[src/rtl/iob_fifo_sync_asym.sv]
// Single-clock FIFO, independent write/read widths, storage in external banked RAM.
// Define IOB_FIFO_SYNC_ASSERT_EN to compile in simulation-only misuse checks.
module iob_fifo_sync_asym #(
  parameter int W_DATA_W = 8,
  parameter int R_DATA_W = 8,
  parameter int ADDR_W = 4,
  localparam int MAXDATA_W = (W_DATA_W > R_DATA_W) ? W_DATA_W : R_DATA_W,
  localparam int MINDATA_W = (W_DATA_W > R_DATA_W) ? R_DATA_W : W_DATA_W,
  localparam int R = MAXDATA_W / MINDATA_W,
  localparam int R_LOG = $clog2(R),
  localparam int MINADDR_W = ADDR_W - R_LOG
) (
  input  logic                 clk_i,
  input  logic                 arst_n_i,
  input  logic                 cke_i,
  input  logic                 rst_i,
  input  logic                 w_en_i,
  input  logic [W_DATA_W-1:0]  w_data_i,
  output logic                 w_full_o,
  input  logic                 r_en_i,
  output logic [R_DATA_W-1:0]  r_data_o,
  output logic                 r_empty_o,
  output logic [ADDR_W:0]      level_o,
  output logic                 ext_mem_clk_o,
  output logic                 ext_mem_arst_n_o,
  output logic                 ext_mem_cke_o,
  output logic [R-1:0]         ext_mem_w_en_o,
  output logic [MINADDR_W-1:0] ext_mem_w_addr_o,
  output logic [MAXDATA_W-1:0] ext_mem_w_data_o,
  output logic [R-1:0]         ext_mem_r_en_o,
  output logic [MINADDR_W-1:0] ext_mem_r_addr_o,
  input  logic [MAXDATA_W-1:0] ext_mem_r_data_i
);

  localparam int W_INCR = W_DATA_W / MINDATA_W;
  localparam int R_INCR = R_DATA_W / MINDATA_W;
  localparam int CAP = 2 ** ADDR_W;

  localparam logic [ADDR_W-1:0] W_STEP = ADDR_W'(W_INCR);
  localparam logic [ADDR_W-1:0] R_STEP = ADDR_W'(R_INCR);
  localparam logic [ADDR_W:0] W_LVL = (ADDR_W+1)'(W_INCR);
  localparam logic [ADDR_W:0] R_LVL = (ADDR_W+1)'(R_INCR);
  localparam logic [ADDR_W:0] FULL_TH = (ADDR_W+1)'(CAP - W_INCR);

  logic [ADDR_W-1:0] w_ptr;
  logic [ADDR_W-1:0] r_ptr;
  logic [ADDR_W:0]   level;
  logic              go;
  logic              w_acc;
  logic              r_acc;
  logic              rd_pend;
  logic [R_DATA_W-1:0] r_sel_data;

  assign ext_mem_clk_o    = clk_i;
  assign ext_mem_arst_n_o = arst_n_i;
  assign ext_mem_cke_o    = cke_i;

  assign level_o   = level;
  assign w_full_o  = level > FULL_TH;
  assign r_empty_o = level < R_LVL;

  // Accepts are gated so the RAM never sees a strobe during reset or clear.
  assign go    = arst_n_i & cke_i & ~rst_i;
  assign w_acc = go & w_en_i & ~w_full_o;
  assign r_acc = go & r_en_i & ~r_empty_o;

  always_ff @(posedge clk_i or negedge arst_n_i) begin
    if (!arst_n_i) begin
      w_ptr   <= '0;
      r_ptr   <= '0;
      level   <= '0;
      rd_pend <= 1'b0;
    end else if (cke_i) begin
      if (rst_i) begin
        w_ptr   <= '0;
        r_ptr   <= '0;
        level   <= '0;
        rd_pend <= 1'b0;
      end else begin
        if (w_acc) w_ptr <= w_ptr + W_STEP;
        if (r_acc) r_ptr <= r_ptr + R_STEP;
        level   <= level + (w_acc ? W_LVL : '0)
                         - (r_acc ? R_LVL : '0);
        rd_pend <= r_acc;
      end
    end
  end

  // RAM output lands one edge after the accept; capture it on the next.
  always_ff @(posedge clk_i) begin
    if (cke_i && rd_pend) r_data_o <= r_sel_data;
  end

  if (R == 1) begin : g_eq
    assign ext_mem_w_en_o   = w_acc;
    assign ext_mem_w_addr_o = w_ptr;
    assign ext_mem_w_data_o = w_data_i;
    assign ext_mem_r_en_o   = r_acc;
    assign ext_mem_r_addr_o = r_ptr;
    assign r_sel_data       = ext_mem_r_data_i;
  end else if (W_DATA_W > R_DATA_W) begin : g_wwide
    logic [R_LOG-1:0] sel;

    always_ff @(posedge clk_i or negedge arst_n_i) begin
      if (!arst_n_i) sel <= '0;
      else if (r_acc) sel <= r_ptr[R_LOG-1:0];
    end

    assign ext_mem_w_en_o   = {R{w_acc}};
    assign ext_mem_w_addr_o = w_ptr[ADDR_W-1:R_LOG];
    assign ext_mem_w_data_o = w_data_i;
    assign ext_mem_r_en_o   = r_acc ? (R'(1) << r_ptr[R_LOG-1:0]) : '0;
    assign ext_mem_r_addr_o = r_ptr[ADDR_W-1:R_LOG];
    assign r_sel_data = ext_mem_r_data_i[sel*MINDATA_W +: MINDATA_W];
  end else begin : g_rwide
    assign ext_mem_w_en_o   = w_acc ? (R'(1) << w_ptr[R_LOG-1:0]) : '0;
    assign ext_mem_w_addr_o = w_ptr[ADDR_W-1:R_LOG];
    assign ext_mem_w_data_o = {R{w_data_i}};
    assign ext_mem_r_en_o   = {R{r_acc}};
    assign ext_mem_r_addr_o = r_ptr[ADDR_W-1:R_LOG];
    assign r_sel_data       = ext_mem_r_data_i;
  end

`ifdef IOB_FIFO_SYNC_ASSERT_EN
  initial begin
    if ((R & (R - 1)) != 0 || R_LOG > ADDR_W)
      $fatal(1, "iob_fifo_sync_asym: bad width ratio %0d", R);
  end

  always @(posedge clk_i) begin
    if (arst_n_i && cke_i && !rst_i) begin
      if (w_en_i && w_full_o) $error("iob_fifo_sync_asym: write while full");
      if (r_en_i && r_empty_o) $error("iob_fifo_sync_asym: read while empty");
    end
  end
`else
`endif

endmodule

[config.mk]
export PLATFORM = sky130hd
export DESIGN_NAME = iob_fifo_sync_asym
export DESIGN_NICKNAME = d
export VERILOG_FILES = /design/src/rtl/iob_fifo_sync_asym.sv
export SDC_FILE = /design/constraint.sdc
export NUM_CORES = 1
export LEC_CHECK = 0
export CAP_MARGIN = 10
export CORE_MARGIN = 2
export CORE_UTILIZATION = 30
export CTS_CLUSTER_DIAMETER = 150
export DETAILED_ROUTE_END_ITERATION = 8
export PLACE_DENSITY_LB_ADDON = 0.3
export SLEW_MARGIN = 40
export SYNTH_ARGS = -nofsm -noshare
export SYNTH_HDL_FRONTEND = slang
export SYNTH_SLANG_ARGS = --single-unit
export TNS_END_PERCENT = 30
[constraint.sdc]
create_clock -name clk_i -period 4.75 [get_ports clk_i]
set_input_delay 1.425 -clock clk_i [delete_from_list [all_inputs] [get_ports clk_i]]
set_output_delay 1.425 -clock clk_i [all_outputs]
set_load 0.02 [all_outputs]
# Yosys cells after proc, flatten, opt, wreduce, memory -nomap -nowiden
# Cells that the tools add are included.
[word_totals]
wordCells = 33
ramBits = 0
regBits = 22
memories = 0
latchBits = 0
romBits = 0
[op_classes]
shifts = 0
mux = 8
n_reduce_logical = 5
addsub = 4
magnitude_cmp = 2
n_mul = 0
n_div = 0
n_eq_ne = 0
bitwise = 9
[ops]
columns = ["op", "n"]
rows = [
  ["2-to-1 mux 4 bit", 4],
  ["adder 4 x 1 -> 4 bit, second input constant", 2],
  ["AND 1 bit", 6],
  ["adder 5 x 1 -> 5 bit", 1],
  ["greater-than comparator 5 x 4 -> 1 bit, second input constant", 1],
  ["less-than comparator 5 x 1 -> 1 bit, second input constant", 1],
  ["2-to-1 mux 5 bit", 1],
  ["subtractor 5 x 1 -> 5 bit", 1],
  ["AND reduction 2 bit", 2],
  ["nonzero test 2 bit", 2],
  ["2-to-1 mux 1 bit", 3],
  ["NOT 1 bit", 3],
  ["logical AND 1 bit", 1],
]

# Logic depth before layout (Yosys ltp)
[depth]
depth_word = 8
ltp_mapped = 14
depth_no_buf = 14

==> summary.json <==
{
  "grt_max_degree": {"value": 14},
  "finalCriticalPeriod": {"value": 4.54, "unit": "ns"},
  "firstDrtPassIters": {"value": 4},
  "rsz0062_at_grt": {"value": "false"},
  "power.density": {"value": 418, "unit": "nW/um2"},
  "synth_edf_count": {"value": 8},
  "drv_cap": {"value": 0},
  "effective_utilization_at_floorplan": {"value": 31.8, "unit": "%"},
  "rr_endpoint": {"value": "level_o[4]$_DFFE_PN0P_"},
  "finalNetCount": {"value": 192},
  "p_leak": {"value": 0.747, "unit": "nW"},
  "antenna_cells": {"value": 0},
  "antenna_left": {"value": 0},
  "ys_ff_latch": {"value": 22},
  "fp.dieArea": {"value": 4840, "unit": "um2"},
  "post-synth-top-area-fraction": {"value": 27.2, "unit": "%"},
  "power.switching": {"value": 0.000242, "unit": "W"},
  "power_report.internal_total": {"value": 0.000525, "unit": "W"},
  "1st_iter_drt_viols": {"value": 58},
  "finalClockSkew": {"value": 0.00301, "unit": "ns"},
  "worstPathArrival": {"value": 3.12, "unit": "ns"},
  "floorplan_core_area": {"value": 4060, "unit": "um2"},
  "worst-slew-pin-transition": {"value": 0.468, "unit": "ns"},
  "clkLatencyLatePin": {"value": 0.36, "unit": "ns"},
  "groute.layer.met2.usage": {"value": 19.2, "unit": "%"},
  "worst_slew_margin_rel": {"value": 68.8, "unit": "%"},
  "timing.hold.worst.class": {"value": "flop to flop"},
  "number_of_setup_buffers_added_after_cts": {"value": 0},
  "syn_inst": {"value": 113},
  "cts_resized": {"value": 0},
  "grt_remaining_overflow": {"value": 0},
  "synth-async-reset-ratio": {"value": 63.6, "unit": "%"},
  "power": {"value": 0.000766, "unit": "W"},
  "pwr-share-seq": {"value": 31.8, "unit": "%"},
  "run_status": {"value": "finished, final reports clean"},
  "post_drt_via_cell_ratio": {"value": 4.56},
  "setup.worst_path.end_class": {"value": "output pin"},
  "fmax": {"value": 0.222, "unit": "GHz"},
  "dp_worst_setup_slack": {"value": 0.253, "unit": "ns"},
  "ff2ff_path_depth": {"value": 15},
  "irDropWorstVdd": {"value": 0.000138, "unit": "V"},
  "cp.required": {"value": 3.32, "unit": "ns"},
  "number_of_global_route_vias_before_repair": {"value": 971},
  "hold-path-endpoint": {"value": "ext_mem_r_addr_o[3]$_DFFE_PN0P_"},
  "clockPowerShare": {"value": 34.5, "unit": "%"},
  "syn_area": {"value": 1290, "unit": "um2"},
  "fin_worst_setup_slack": {"value": 0.206, "unit": "ns"},
  "grt_antenna_before_repair": {"value": 0},
  "clk_pin_slew_worst_paths": {"value": 0.08, "unit": "ns"},
  "criticalPathCategory": {"value": "clock port to output pin"},
  "busiest_layer": {"value": "met2"},
  "post_cts_hold_buffer_count": {"value": 0},
  "wire_length_of_the_first_global_routing_pass": {"value": 4600, "unit": "um"},
  "max_slew_violation_total_from_the_final_report": {"value": 0},
  "area_contributors_post_synth": {"value": "sky130_fd_sc_hd__dfrtp_1, sky130_fd_sc_hd__edfxtp_1, sky130_fd_sc_hd__ha_1"},
  "critical_path.startpoint_type": {"value": "clock port"},
  "final_hold_viol_count": {"value": 0},
  "setup-tns-final": {"value": 0, "unit": "ns"},
  "drt_drc_violations_left": {"value": 0},
  "clock_tree_from_tritoncts": {"value": "done"},
  "areaGrowthSynthToFinish": {"value": 42.2, "unit": "%"},
  "hpwlAfterDp": {"value": 2210, "unit": "um"},
  "p_sw_share": {"value": 31.5, "unit": "%"},
  "timing.reg2reg.setup_slack": {"value": 1.65, "unit": "ns"},
  "routed_wirelength": {"value": 2760, "unit": "um"},
  "core.rowCount": {"value": 23},
  "netlist_top_cells_count": {"value": "sky130_fd_sc_hd__dfrtp_1, sky130_fd_sc_hd__inv_1, sky130_fd_sc_hd__ha_1"},
  "gp_routability_congestion": {"value": 0.805},
  "cp_max_fo": {"value": 2},
  "min-delay-start": {"value": "ext_mem_r_addr_o[3]$_DFFE_PN0P_"},
  "io_pins": {"value": 58},
  "syn_nets": {"value": 149},
  "hold_ws": {"value": 0.482, "unit": "ns"},
  "share_comb_of_total_power": {"value": 33.8, "unit": "%"},
  "yosysWarningCount": {"value": 0},
  "buffer_ports.inserted": {"value": 41},
  "final_layout_size_suffix_gt1_share": {"value": 11.6, "unit": "%"},
  "timing.final.setup_violations": {"value": 0},
  "synth_ff_type": {"value": "sky130_fd_sc_hd__dfrtp_1"},
  "period_share": {"value": 95.7, "unit": "%"},
  "detail_route.wl_per_cell": {"value": 13.4, "unit": "um"},
  "met1_usage": {"value": 14.4, "unit": "%"},
  "crit_start": {"value": "clk_i"},
  "synth_sequential_area_ratio": {"value": 45.8, "unit": "%"},
  "synth.largest_area_cell": {"value": "sky130_fd_sc_hd__dfrtp_1"},
  "synth.distinct_cells": {"value": 33},
  "die_height": {"value": 69.5, "unit": "um"},
  "met3_usage": {"value": 3.34, "unit": "%"},
  "worstHoldPathCells": {"value": 1},
  "floorplan.die.width": {"value": 69.5, "unit": "um"},
  "grt_usage": {"value": 12.3, "unit": "%"},
  "number_of_vias_after_detailed_routing": {"value": 934},
  "syn_avg_cell_area": {"value": 11.4, "unit": "um2"},
  "r2r-start": {"value": "level_o[4]$_DFFE_PN0P_"}
}
## placed cells by master, fill, tap and decap left out, types with 2 or more instances in the layout
| master | count |
|---|---|
| sky130_fd_sc_hd__o22ai_1 | 6 |
| sky130_fd_sc_hd__o21ai_0 | 2 |
| sky130_fd_sc_hd__clkdlybuf4s50_1 | 41 |
| sky130_fd_sc_hd__inv_1 | 14 |
| sky130_fd_sc_hd__a21oi_1 | 3 |
| sky130_fd_sc_hd__nand2_1 | 10 |
| sky130_fd_sc_hd__xnor2_1 | 4 |
| sky130_fd_sc_hd__nand3_1 | 2 |
| sky130_fd_sc_hd__mux2i_1 | 3 |
| sky130_fd_sc_hd__edfxtp_1 | 8 |
| sky130_fd_sc_hd__o21bai_1 | 2 |
| sky130_fd_sc_hd__clkbuf_8 | 6 |
| sky130_fd_sc_hd__buf_4 | 6 |
| sky130_fd_sc_hd__dfrtp_1 | 14 |
| sky130_fd_sc_hd__ha_1 | 13 |
| sky130_fd_sc_hd__nand2b_1 | 2 |
## cells by family (layout without fill, tap and decap cells)
logic type,after synthesis,in the layout,share of synthesized area [%]
multiplexers,3,3,2.33
XOR/XNOR,4,4,2.72
flip-flops,22,22,45.8
buffers and inverters,26,68,10.8
AND/OR/NAND/NOR,23,23,10.8
adder cells (fa/ha/maj),14,14,14.2
AO/OA/AOI/OAI,21,21,13.4
## registers in the layout, summed over array words and instances, names as in the netlist
name,flops
r_data_o,8
level_o,5
ext_mem_r_addr_o,4
ext_mem_w_addr_o,4
rd_pend,1
## routing by layer
layer,vias up,part of all wire (%)
li1,462,-
met1,438,41
met2,31,51
met3,3,6.3
met4,0,2.1
met5,-,0
## worst max path at each step
stage               depth (start not counted)  slack (ns)             end
floorplan                                   1        0.82   ext_mem_clk_o
global placement                            5        0.27  ext_mem_r_en_o
detailed placement                          4        0.25  ext_mem_w_en_o
CTS                                         3        0.20   ext_mem_clk_o
global route                                3        0.18   ext_mem_clk_o
finish                                      3        0.21   ext_mem_clk_o
## power by group through the flow
| stage | sequential (W) | combinational (W) | clock, W |
|---|---|---|---|
| 4_1_cts | 0.000244 | 0.000262 | 0.000269 |
| 2_1_floorplan | 0.000268 | 0.000141 | 0.0000246 |
| 5_1_grt | 0.000248 | 0.000286 | 0.000284 |
| 6_report | 0.000243 | 0.000259 | 0.000264 |
| 3_3_place_gp | 0.000247 | 0.000256 | 0.0000283 |
| 3_5_place_dp | 0.000248 | 0.000260 | 0.0000283 |
## area by class of cell
cell class                      instances  area [um2]
Clock buffer                            7        92.6
Clock inverter                          1        30.0
Fill cell                             377        2220
Inverter                               14        52.6
Multi-Input combinational cell         65         559
Sequential cell                        22         591
Tap cell                               50        62.6
Timing Repair Buffer                   46         445
## stage by stage
stage | instances | area [um2] | util [%]
floorplan | 113 | 1290 | -
global placement | 198 | 1720 | 42.4
detailed placement | 198 | 1720 | 42.4
CTS | 205 | 1830 | 45.2
global route | 205 | 1830 | 45.2
finish | 205 | 1830 | 45.2
## critical path, stage by stage
cell,delay [ns]
sky130_fd_sc_hd__clkbuf_8,0.11
sky130_fd_sc_hd__clkbuf_8,0.11
sky130_fd_sc_hd__clkdlybuf4s50_1,0.52
No activity file was read; power rests on OpenSTA's default activity.
